File: src/rtl/updown_counter_pkg.sv
// ---------------------------------------------------------------------------
// updown_counter_pkg
//
// Purpose: shared types and constants for the parametrised up/down counter.
//   cnt_mode_e  : counting behaviour at the bounds (wrap or saturate)
//   DIR_UP/DOWN : encoding of the sel input
//   step_evt_t  : bound events decoded for one counting step. The top module
//                 uses them to form the wrap pulse and the optional sticky
//                 flags.
//
// Optional feature macro used by the files that import this package:
//   UPDOWN_COUNTER_STICKY_FLAGS_EN
// ---------------------------------------------------------------------------
package updown_counter_pkg;

    typedef enum logic {
        MODE_WRAP = 1'b0,
        MODE_SAT  = 1'b1
    } cnt_mode_e;

    localparam logic DIR_UP   = 1'b1;
    localparam logic DIR_DOWN = 1'b0;

    // Bound events for a single count step. At most one field is set per step.
    typedef struct packed {
        logic wrap_up;       // up step past max_val, wrapped to 0
        logic wrap_down;     // down step below 0, wrapped to max_val
        logic blocked_up;    // up step held at max_val by saturation
        logic blocked_down;  // down step held at 0 by saturation
    } step_evt_t;

    // Clamp a value to an inclusive upper bound.
    function automatic logic [31:0] clamp_to_max(input logic [31:0] value,
                                                 input logic [31:0] bound);
        return (value > bound) ? bound : value;
    endfunction

endpackage

File: src/rtl/updown_counter_next.sv
// ---------------------------------------------------------------------------
// updown_counter_next
//
// Purpose: purely combinational next-value decode for the up/down counter.
// It decides what out becomes on the next enabled edge and which bound event
// that step produces. Gating by en, and all state, belong to the top module.
//
// Ports:
//   count    in  WIDTH  current registered count
//   max_val  in  WIDTH  inclusive upper bound (lower bound is 0)
//   sel      in  1      direction, DIR_UP / DIR_DOWN
//   mode     in  1      MODE_WRAP / MODE_SAT
//   load     in  1      load strobe, overrides counting
//   load_val in  WIDTH  value to load, clamped to max_val
//   next_val out WIDTH  value for out if this edge steps or loads
//   evt      out 4      bound events; all zero on a load
//
// Optional feature macro: none used here. UPDOWN_COUNTER_STICKY_FLAGS_EN is
// handled in the top module.
// ---------------------------------------------------------------------------
module updown_counter_next
    import updown_counter_pkg::*;
#(
    parameter int WIDTH = 4
) (
    input  logic [WIDTH-1:0] count,
    input  logic [WIDTH-1:0] max_val,
    input  logic             sel,
    input  cnt_mode_e        mode,
    input  logic             load,
    input  logic [WIDTH-1:0] load_val,
    output logic [WIDTH-1:0] next_val,
    output step_evt_t        evt
);

    logic at_or_above_max;
    logic above_max;
    logic at_zero;
    logic [WIDTH-1:0] load_clamped;

    // Every compare is a plain WIDTH-bit unsigned compare. The +1 happens
    // only when count < max_val, so it cannot overflow, and the -1 happens
    // only when count > 0, so it cannot underflow.
    assign at_or_above_max = (count >= max_val);
    assign above_max       = (count > max_val);
    assign at_zero         = (count == '0);
    assign load_clamped    = (load_val > max_val) ? max_val : load_val;

    always_comb begin
        next_val = count;
        evt      = '0;

        if (load) begin
            next_val = load_clamped;
        end else if (sel == DIR_UP) begin
            if (!at_or_above_max) begin
                next_val = count + 1'b1;
            end else if (mode == MODE_WRAP) begin
                next_val    = '0;
                evt.wrap_up = 1'b1;
            end else begin
                // Saturate, and also pull a count that sits above a lowered
                // bound back down to it.
                next_val       = max_val;
                evt.blocked_up = 1'b1;
            end
        end else begin
            if (above_max) begin
                // The bound was lowered under the count. Both modes clamp,
                // and this is not a wrap.
                next_val = max_val;
            end else if (!at_zero) begin
                next_val = count - 1'b1;
            end else if (mode == MODE_WRAP) begin
                next_val      = max_val;
                evt.wrap_down = 1'b1;
            end else begin
                next_val         = count;
                evt.blocked_down = 1'b1;
            end
        end
    end

endmodule

File: src/rtl/updown_counter_param.sv
// ---------------------------------------------------------------------------
// updown_counter_param
//
// Purpose: parametrised up/down event/timer counter with a run-time upper
// bound, wrap or saturate behaviour, synchronous load and terminal-count
// outputs. This module holds the flops. The step decode is in
// updown_counter_next.
//
// Parameters:
//   WIDTH   counter width in bits (>= 2)
//   RST_VAL value of out after reset
//
// Ports:
//   clk       in  1      clock, rising edge
//   rst_n     in  1      asynchronous active-low reset
//   en        in  1      count enable
//   sel       in  1      1 = up, 0 = down
//   mode      in  1      0 = wrap, 1 = saturate
//   load      in  1      synchronous load strobe (priority over en)
//   load_val  in  WIDTH  value to load (clamped to max_val)
//   max_val   in  WIDTH  inclusive upper bound
//   out       out WIDTH  registered count
//   tc_max    out 1      combinational out == max_val
//   tc_min    out 1      combinational out == 0
//   wrap      out 1      registered one-cycle pulse that accompanies a
//                        wrapped value of out
//   With UPDOWN_COUNTER_STICKY_FLAGS_EN defined, these ports are added:
//   clr_flags in  1      clears ovf/unf (wins over a same-cycle set)
//   ovf       out 1      sticky: up wrap or saturation-blocked up step
//   unf       out 1      sticky: down wrap or saturation-blocked down step
//
// Optional feature macro: UPDOWN_COUNTER_STICKY_FLAGS_EN
// ---------------------------------------------------------------------------
module updown_counter_param
    import updown_counter_pkg::*;
#(
    parameter int               WIDTH   = 4,
    parameter logic [WIDTH-1:0] RST_VAL = '0
) (
    input  logic             clk,
    input  logic             rst_n,
    input  logic             en,
    input  logic             sel,
    input  logic             mode,
    input  logic             load,
    input  logic [WIDTH-1:0] load_val,
    input  logic [WIDTH-1:0] max_val,
    output logic [WIDTH-1:0] out,
    output logic             tc_max,
    output logic             tc_min,
    output logic             wrap
`ifdef UPDOWN_COUNTER_STICKY_FLAGS_EN
    ,
    input  logic             clr_flags,
    output logic             ovf,
    output logic             unf
`endif
);

    logic [WIDTH-1:0] next_val;
    step_evt_t        evt;
    logic             step;
    logic             count_step;

    updown_counter_next #(
        .WIDTH (WIDTH)
    ) u_next (
        .count    (out),
        .max_val  (max_val),
        .sel      (sel),
        .mode     (cnt_mode_e'(mode)),
        .load     (load),
        .load_val (load_val),
        .next_val (next_val),
        .evt      (evt)
    );

    // A load updates out even when en is low. The decode has already given
    // load priority, so next_val is the clamped load value in that case.
    assign step       = load | en;
    assign count_step = en & ~load;

    always_ff @(posedge clk or negedge rst_n) begin
        if (!rst_n) begin
            out  <= RST_VAL;
            wrap <= 1'b0;
        end else begin
            if (step) begin
                out <= next_val;
            end
            // Registered alongside out, so the pulse lines up with the
            // wrapped value. It drops on loads and holds.
            wrap <= count_step & (evt.wrap_up | evt.wrap_down);
        end
    end

    assign tc_max = (out == max_val);
    assign tc_min = (out == '0);

`ifdef UPDOWN_COUNTER_STICKY_FLAGS_EN
    logic ovf_set;
    logic unf_set;

    assign ovf_set = count_step & (evt.wrap_up   | evt.blocked_up);
    assign unf_set = count_step & (evt.wrap_down | evt.blocked_down);

    always_ff @(posedge clk or negedge rst_n) begin
        if (!rst_n) begin
            ovf <= 1'b0;
            unf <= 1'b0;
        end else if (clr_flags) begin
            ovf <= 1'b0;
            unf <= 1'b0;
        end else begin
            if (ovf_set) ovf <= 1'b1;
            if (unf_set) unf <= 1'b1;
        end
    end
`else
    // Without the sticky flags, the blocked events have no consumer.
    logic unused_evt;
    assign unused_evt = evt.blocked_up | evt.blocked_down;
`endif

endmodule

File: config.mk
export PLATFORM = sky130hd
export DESIGN_NAME = updown_counter_param
export DESIGN_NICKNAME = d
export VERILOG_FILES = /design/src/rtl/updown_counter_pkg.sv /design/src/rtl/updown_counter_next.sv /design/src/rtl/updown_counter_param.sv
export SDC_FILE = /design/constraint.sdc
export NUM_CORES = 1
export LEC_CHECK = 0
export CORE_MARGIN = 2
export CORE_UTILIZATION = 47
export CTS_BUF_LIST = sky130_fd_sc_hd__clkbuf_4 sky130_fd_sc_hd__clkbuf_8 sky130_fd_sc_hd__clkbuf_16
export DETAILED_ROUTE_END_ITERATION = 8
export PLACE_DENSITY = 0.9
export SLEW_MARGIN = 20
export SYNTH_ARGS = -nofsm -noshare
export SYNTH_HDL_FRONTEND = slang
export SYNTH_SLANG_ARGS = --single-unit
File: constraint.sdc
create_clock -name clk -period 2.5 [get_ports clk]
set_clock_uncertainty 0.1 [all_clocks]
set_input_delay 0.625 -clock clk [delete_from_list [all_inputs] [get_ports clk]]
set_output_delay 0.625 -clock clk [all_outputs]
set_load 0.01 [all_outputs]
=== After elaboration in Yosys (flattened, before gate mapping) ===
Index checks and enable logic that the tools add are counted.

* Register bits after elaboration: 5
* Input port bits: 14

* Bitwise operators: 5
* Add/subtract/negate cells: 2
* Equality and inequality tests: 2
* Muxes and demuxes: 21
* Reductions and logical operators: 2
* Order comparisons: 3

{| class="wikitable"
|+ Operators by type and width
! kind !! count
|-
| 2-to-1 mux 4 bit || 9
|-
| 2-to-1 mux 1 bit || 12
|-
| > comparator 4 bit || 2
|-
| inequality test 5 x 4 -> 1 bit (second input constant) || 1
|-
| adder 4 x 1 -> 4 bit (second input constant) || 1
|-
| == test 4 bit || 1
|-
| greater-or-equal comparator 4 bit || 1
|-
| logical NOT 4 bit || 1
|-
| subtractor 4 x 1 -> 4 bit (second input constant) || 1
|-
| AND 1 bit || 2
|-
| bitwise OR 1 bit || 2
|-
| AND reduction 2 bit || 1
|-
| NOT 1 bit || 1
|}

=== Depth between registers and ports, before layout ===
* Word-level depth: 7
* Depth in mapped cells: 9
* Gate-level depth less buffers: 9

=== Modules after synthesis ===
Synthesis repeated with hierarchy kept, for this count alone.

* Cells, all modules: 95
* Area total of the unflattened synthesis: 860.8 um^2

{| class="wikitable"
|+ By module, submodules not included
! module !! times used !! area an instance (um^2) !! cells each
|-
| updown_counter_next || 1 || 599.3 || 77
|-
| updown_counter_param || 1 || 261.5 || 18
|}

=== Least setup slack after synthesis ===
OpenSTA, ideal clock, no wires.

* Kind: input -> register
* Start: input max_val[3]
* End: register out[0]
* Stages on the path: 8
* Path slack: 0.149 ns
* Path buffers: 1
* Setup time: 0.121 ns
* Data required time: 2.279 ns
* Data arrival time: 2.130 ns
* Cell sequence: inv_1 ha_1 a21oi_1 and3_1 buf_2 o2bb2ai_2 a211o_1 a22o_1

* Longest elaborated chain between the ends: 4
* Elaborated cells on any way between the ends: 10
* Those cells by class: order compare: 3; eq/ne: 1; mux: 5; reduce/logical: 1

{| class="wikitable"
|+ RTL lines
! what !! line !! text
|-
| start, declared || updown_counter_param.sv:47 || <nowiki>input logic [WIDTH-1:0] max_val,</nowiki>
|-
| > comparator 4 bit or greater-or-equal comparator 4 bit (tied branches) || updown_counter_next.sv:45, updown_counter_next.sv:44 ||
|-
| 2-to-1 mux 4 bit (on tied branches) || updown_counter_next.sv:68, updown_counter_next.sv:56 ||
|-
| 2-to-1 mux 4 bit || updown_counter_next.sv:55 || <nowiki>end else if (sel == DIR_UP) begin</nowiki>
|-
| 2-to-1 mux 4 bit || updown_counter_next.sv:53 || <nowiki>if (load) begin</nowiki>
|-
| end signal, assigned || updown_counter_param.sv:89 || <nowiki>out <= next_val;</nowiki>
|-
| end, declared || updown_counter_param.sv:48 || <nowiki>output logic [WIDTH-1:0] out,</nowiki>
|}

Parallel ways exist; a longest one is shown, timed or not.
A chain may end at the register's enable or synchronous reset.

=== Worst setup path after layout ===
* Start: input load_val[1]
* End: register out[3]

* Longest elaborated chain between the ends: 3

{| class="wikitable"
|+ RTL lines
! what !! line !! text
|-
| start, declared || updown_counter_param.sv:46 || <nowiki>input logic [WIDTH-1:0] load_val,</nowiki>
|-
| > comparator 4 bit || updown_counter_next.sv:47 || <nowiki>assign load_clamped = (load_val > max_val) ? max_val : load_val;</nowiki>
|-
| 2-to-1 mux 4 bit || updown_counter_next.sv:47 ||
|-
| 2-to-1 mux 4 bit || updown_counter_next.sv:53 ||
|}

Every way passes these cells.

==> results.yml <==
final_layout:
  post_layout_nonfiller_instances: 145
  num-fill-cells: 82
  layout.core_utilization: 0.827
  design_area_final_mm2: 0.00125
  layout.nets: 155
  final_layout_size_suffix_gt1_frac: 0.434
  areaGrowthSynthToFinish_pct: 64.9
  antennaDiodeCount: 0
clock_tree:
  post_cts_hold_buffer_count: 0
  tritoncts.num_buffers: 3
  cts.sink_count: 5
  ctsRootBufferMaster: "sky130_fd_sc_hd__clkbuf_4"
  clk_path_buf_depth: 2
  tritoncts_clock_tree: "done"
  htree_num_levels: 1
  clk_latency_ns: 0.24
  clk_pin_slew_ns: 0.05
yosys:
  synth_cell_type_count: 35
  netlist.top_cell.by_area: "sky130_fd_sc_hd__ha_1"
  netlist_instances: 85
  synth-warning-count: 0
  synth.area.top_cells: "sky130_fd_sc_hd__ha_1 18%, sky130_fd_sc_hd__dfrtp_1 17%, sky130_fd_sc_hd__mux2i_1 9.3%"
  syn_area_um2: 756
  syn-num-nets: 110
  synth_area_per_cell_um2: 8.89
  synthDominantCellAreaShare: 0.182
  share_of_the_yosys_chip_area_belonging_to_registers: 0.166
  ys_seq_elements: 5
grt:
  grt_max_degree: 13
  grt_usage: 0.312
  grt_pass1_wl_mm: 4.42
  grt_pass1_vias: 950
  grt_antenna_before_repair: 0
  overflow: 0
detailed_routing:
  post_drt_via_cell_ratio: 6.10
  antenna_left: 0
  routed_wire_length_per_instance_um: 19.6
  detailedRoute.firstPassIterationCount: 4
  remaining_drc_errors: 0
  drt-initial-drc-count: 28
  route.vias.total: 884
  routed_wl_mm: 2.84
floorplanning:
  floorplan.die.width_um: 44.1
  placeableCoreArea_mm2: 0.00151
  die_height_um: 44.1
  i_o_pins: 21
  start_util: 0.502
  fp.dieArea_mm2: 0.00194
  placementRows: 14
sta:
  maxSlewHeadroom: 0.679
  clock.fmax_ghz: 0.406
  hold-worst-slack_ns: 0.511
  worst_slew_pin_slew_ns: 0.480
  slew_viol_final: 0
  period_share: 0.984
  final_count_of_hold_timing_violations: 0
  rsz0062_at_grt: "true"
  final.min_clock_period_ns: 2.46
  timing.final.setup_violations: 0
power:
  vdd.ir_drop.worst_mv: 0.398
  power.leakage_nw: 0.568
  p_total_uw: 766
  power_per_cell_area_mw_per_mm2: 615
setup_path:
  timing.critical_path.from_type: "input pin"
  worst_ep_arrival_time_ns: 2.47
  worstSetupPathType: "input pin to flop"
  timing.reg2reg.worst_path_depth: 10
  critical_path_peak_fanout: 3
  end_kind: "flop"
  timing.critical_path.required_ns: 2.50
placement:
  placed_area_mm2: 0.00112
  dp.cells: 139
  detailed_place_hpwl_mm: 1.78
  placement.io_buffers: 20
  gp_routability_congestion: 0.909
worst_hold_path:
  holdCritPathClass: "input pin to asynchronous set/reset pin"
status:
  result_of_the_run: "finished, final reports clean"
job:
  max_cap_violations: 0
==> critical path, stage by stage <==
cell and delay [ns]:
sky130_fd_sc_hd__clkdlybuf4s50_1 0.44, sky130_fd_sc_hd__ha_1 0.32, sky130_fd_sc_hd__nor2b_1 0.13, sky130_fd_sc_hd__o211ai_1 0.10, sky130_fd_sc_hd__a21oi_2 0.22, sky130_fd_sc_hd__mux2_2 0.37
sky130_fd_sc_hd__a21oi_2 0.16, sky130_fd_sc_hd__o31ai_1 0.09
==> sequential cells by signal (all words and copies together) (netlist names) <==
register  count
out           4
wrap          1
==> synth_stat cells, drive strengths merged <==
| cell type | count |
|---|---|
| xor2 | 1 |
| o31ai | 2 |
| nor3b | 2 |
| mux2i | 7 |
| nand3 | 1 |
| or3b | 1 |
| buf | 2 |
| a21oi | 8 |
| mux2 | 2 |
| and4 | 1 |
| nor2 | 5 |
| o211ai | 2 |
| nor2b | 2 |
| nand2 | 5 |
| nor4b | 1 |
| o2bb2ai | 1 |
| a2111oi | 1 |
| and3 | 1 |
| ha | 11 |
| a31oi | 2 |
| a211o | 1 |
| xnor2 | 3 |
| nand4 | 1 |
| a211oi | 1 |
| nor3 | 3 |
| dfrtp | 5 |
| a22o | 2 |
| inv | 9 |
| o21ai | 2 |
==> per-layer routing <==
metal / track usage / up-vias / routed length [um]
met5: 0 / - / 0
met4: 0.152 / 0 / 84
met3: 0.0286 / 10 / 136
met2: 0.538 / 39 / 1390
met1: 0.388 / 432 / 1220
li1: - / 403 / -
==> cell families after synthesis <==
group | Yosys count | share of synthesized area
AO/OA/AOI/OAI | 22 | 0.240
XOR/XNOR | 4 | 0.0464
adder cells (fa/ha/maj) | 11 | 0.182
buffers and inverters | 11 | 0.0613
flip-flops | 5 | 0.166
multiplexers | 9 | 0.123
AND/OR/NAND/NOR | 23 | 0.182
==> layout make-up <==
class / count / area, um2 / share of cell area
Multi-Input combinational cell: 69 / 672 / 0.539
Timing Repair Buffer: 42 / 363 / 0.291
Sequential cell: 5 / 125 / 0.100
Inverter: 9 / 36.3 / 0.0291
Clock buffer: 4 / 30.0 / 0.0241
Tap cell: 16 / 20.0 / 0.0161
==> layout by cell type, fill, tap and decap left out, types with 3 or more instances in the layout <==
cell type,Yosys,routed
sky130_fd_sc_hd__a21oi_1,8,3
sky130_fd_sc_hd__xnor2_1,3,3
sky130_fd_sc_hd__clkdlybuf4s50_1,0,14
sky130_fd_sc_hd__inv_2,2,6
sky130_fd_sc_hd__a21oi_2,0,5
sky130_fd_sc_hd__dlygate4sd2_1,0,3
sky130_fd_sc_hd__clkbuf_4,0,4
sky130_fd_sc_hd__buf_4,0,21
sky130_fd_sc_hd__mux2i_1,7,7
sky130_fd_sc_hd__nand2_1,5,5
sky130_fd_sc_hd__nor2_1,3,3
sky130_fd_sc_hd__dfrtp_1,5,5
sky130_fd_sc_hd__ha_1,11,7
sky130_fd_sc_hd__ha_4,0,3
sky130_fd_sc_hd__nor3_1,3,3
==> per-stage QoR <==
step           setup WS, ns  setup TNS [ns]
2_1_floorplan         0.149               0
3_3_place_gp         -0.416           -2.17
3_5_place_dp         -0.510           -2.37
4_1_cts              0.0244               0
5_1_grt             -0.0563         -0.0767
6_report             0.0398               0
==> power by group <==
part | switching [mW] | total (mW) | internal [mW] | leakage, nW
logic | 0.261 | 0.545 | 0.284 | 0.487
registers | 0.0189 | 0.114 | 0.0953 | 0.0617
clock network | 0.0354 | 0.107 | 0.0713 | 0.0184
total | 0.315 | 0.766 | 0.451 | 0.568
==> repair_timing <==
action,4_1_cts,5_1_grt
buffers inserted,0,2
resized for setup,24,6
setup endpoints to repair,7,5
pin swaps,6,4
==> path summary, 6_finish.rpt <==
check	start	end	slack (ns)
min in group clk	out[0]	out[0]	0.67
max in group asynchronous	rst_n	out[3]	1.59
hold reg to reg	out[0]	out[0]	0.67
setup / recovery	load_val[1]	out[3]	0.04
hold / removal	rst_n	out[0]	0.51
setup reg to reg	out[1]	out[2]	0.17
(Power assumes the default switching activity.)
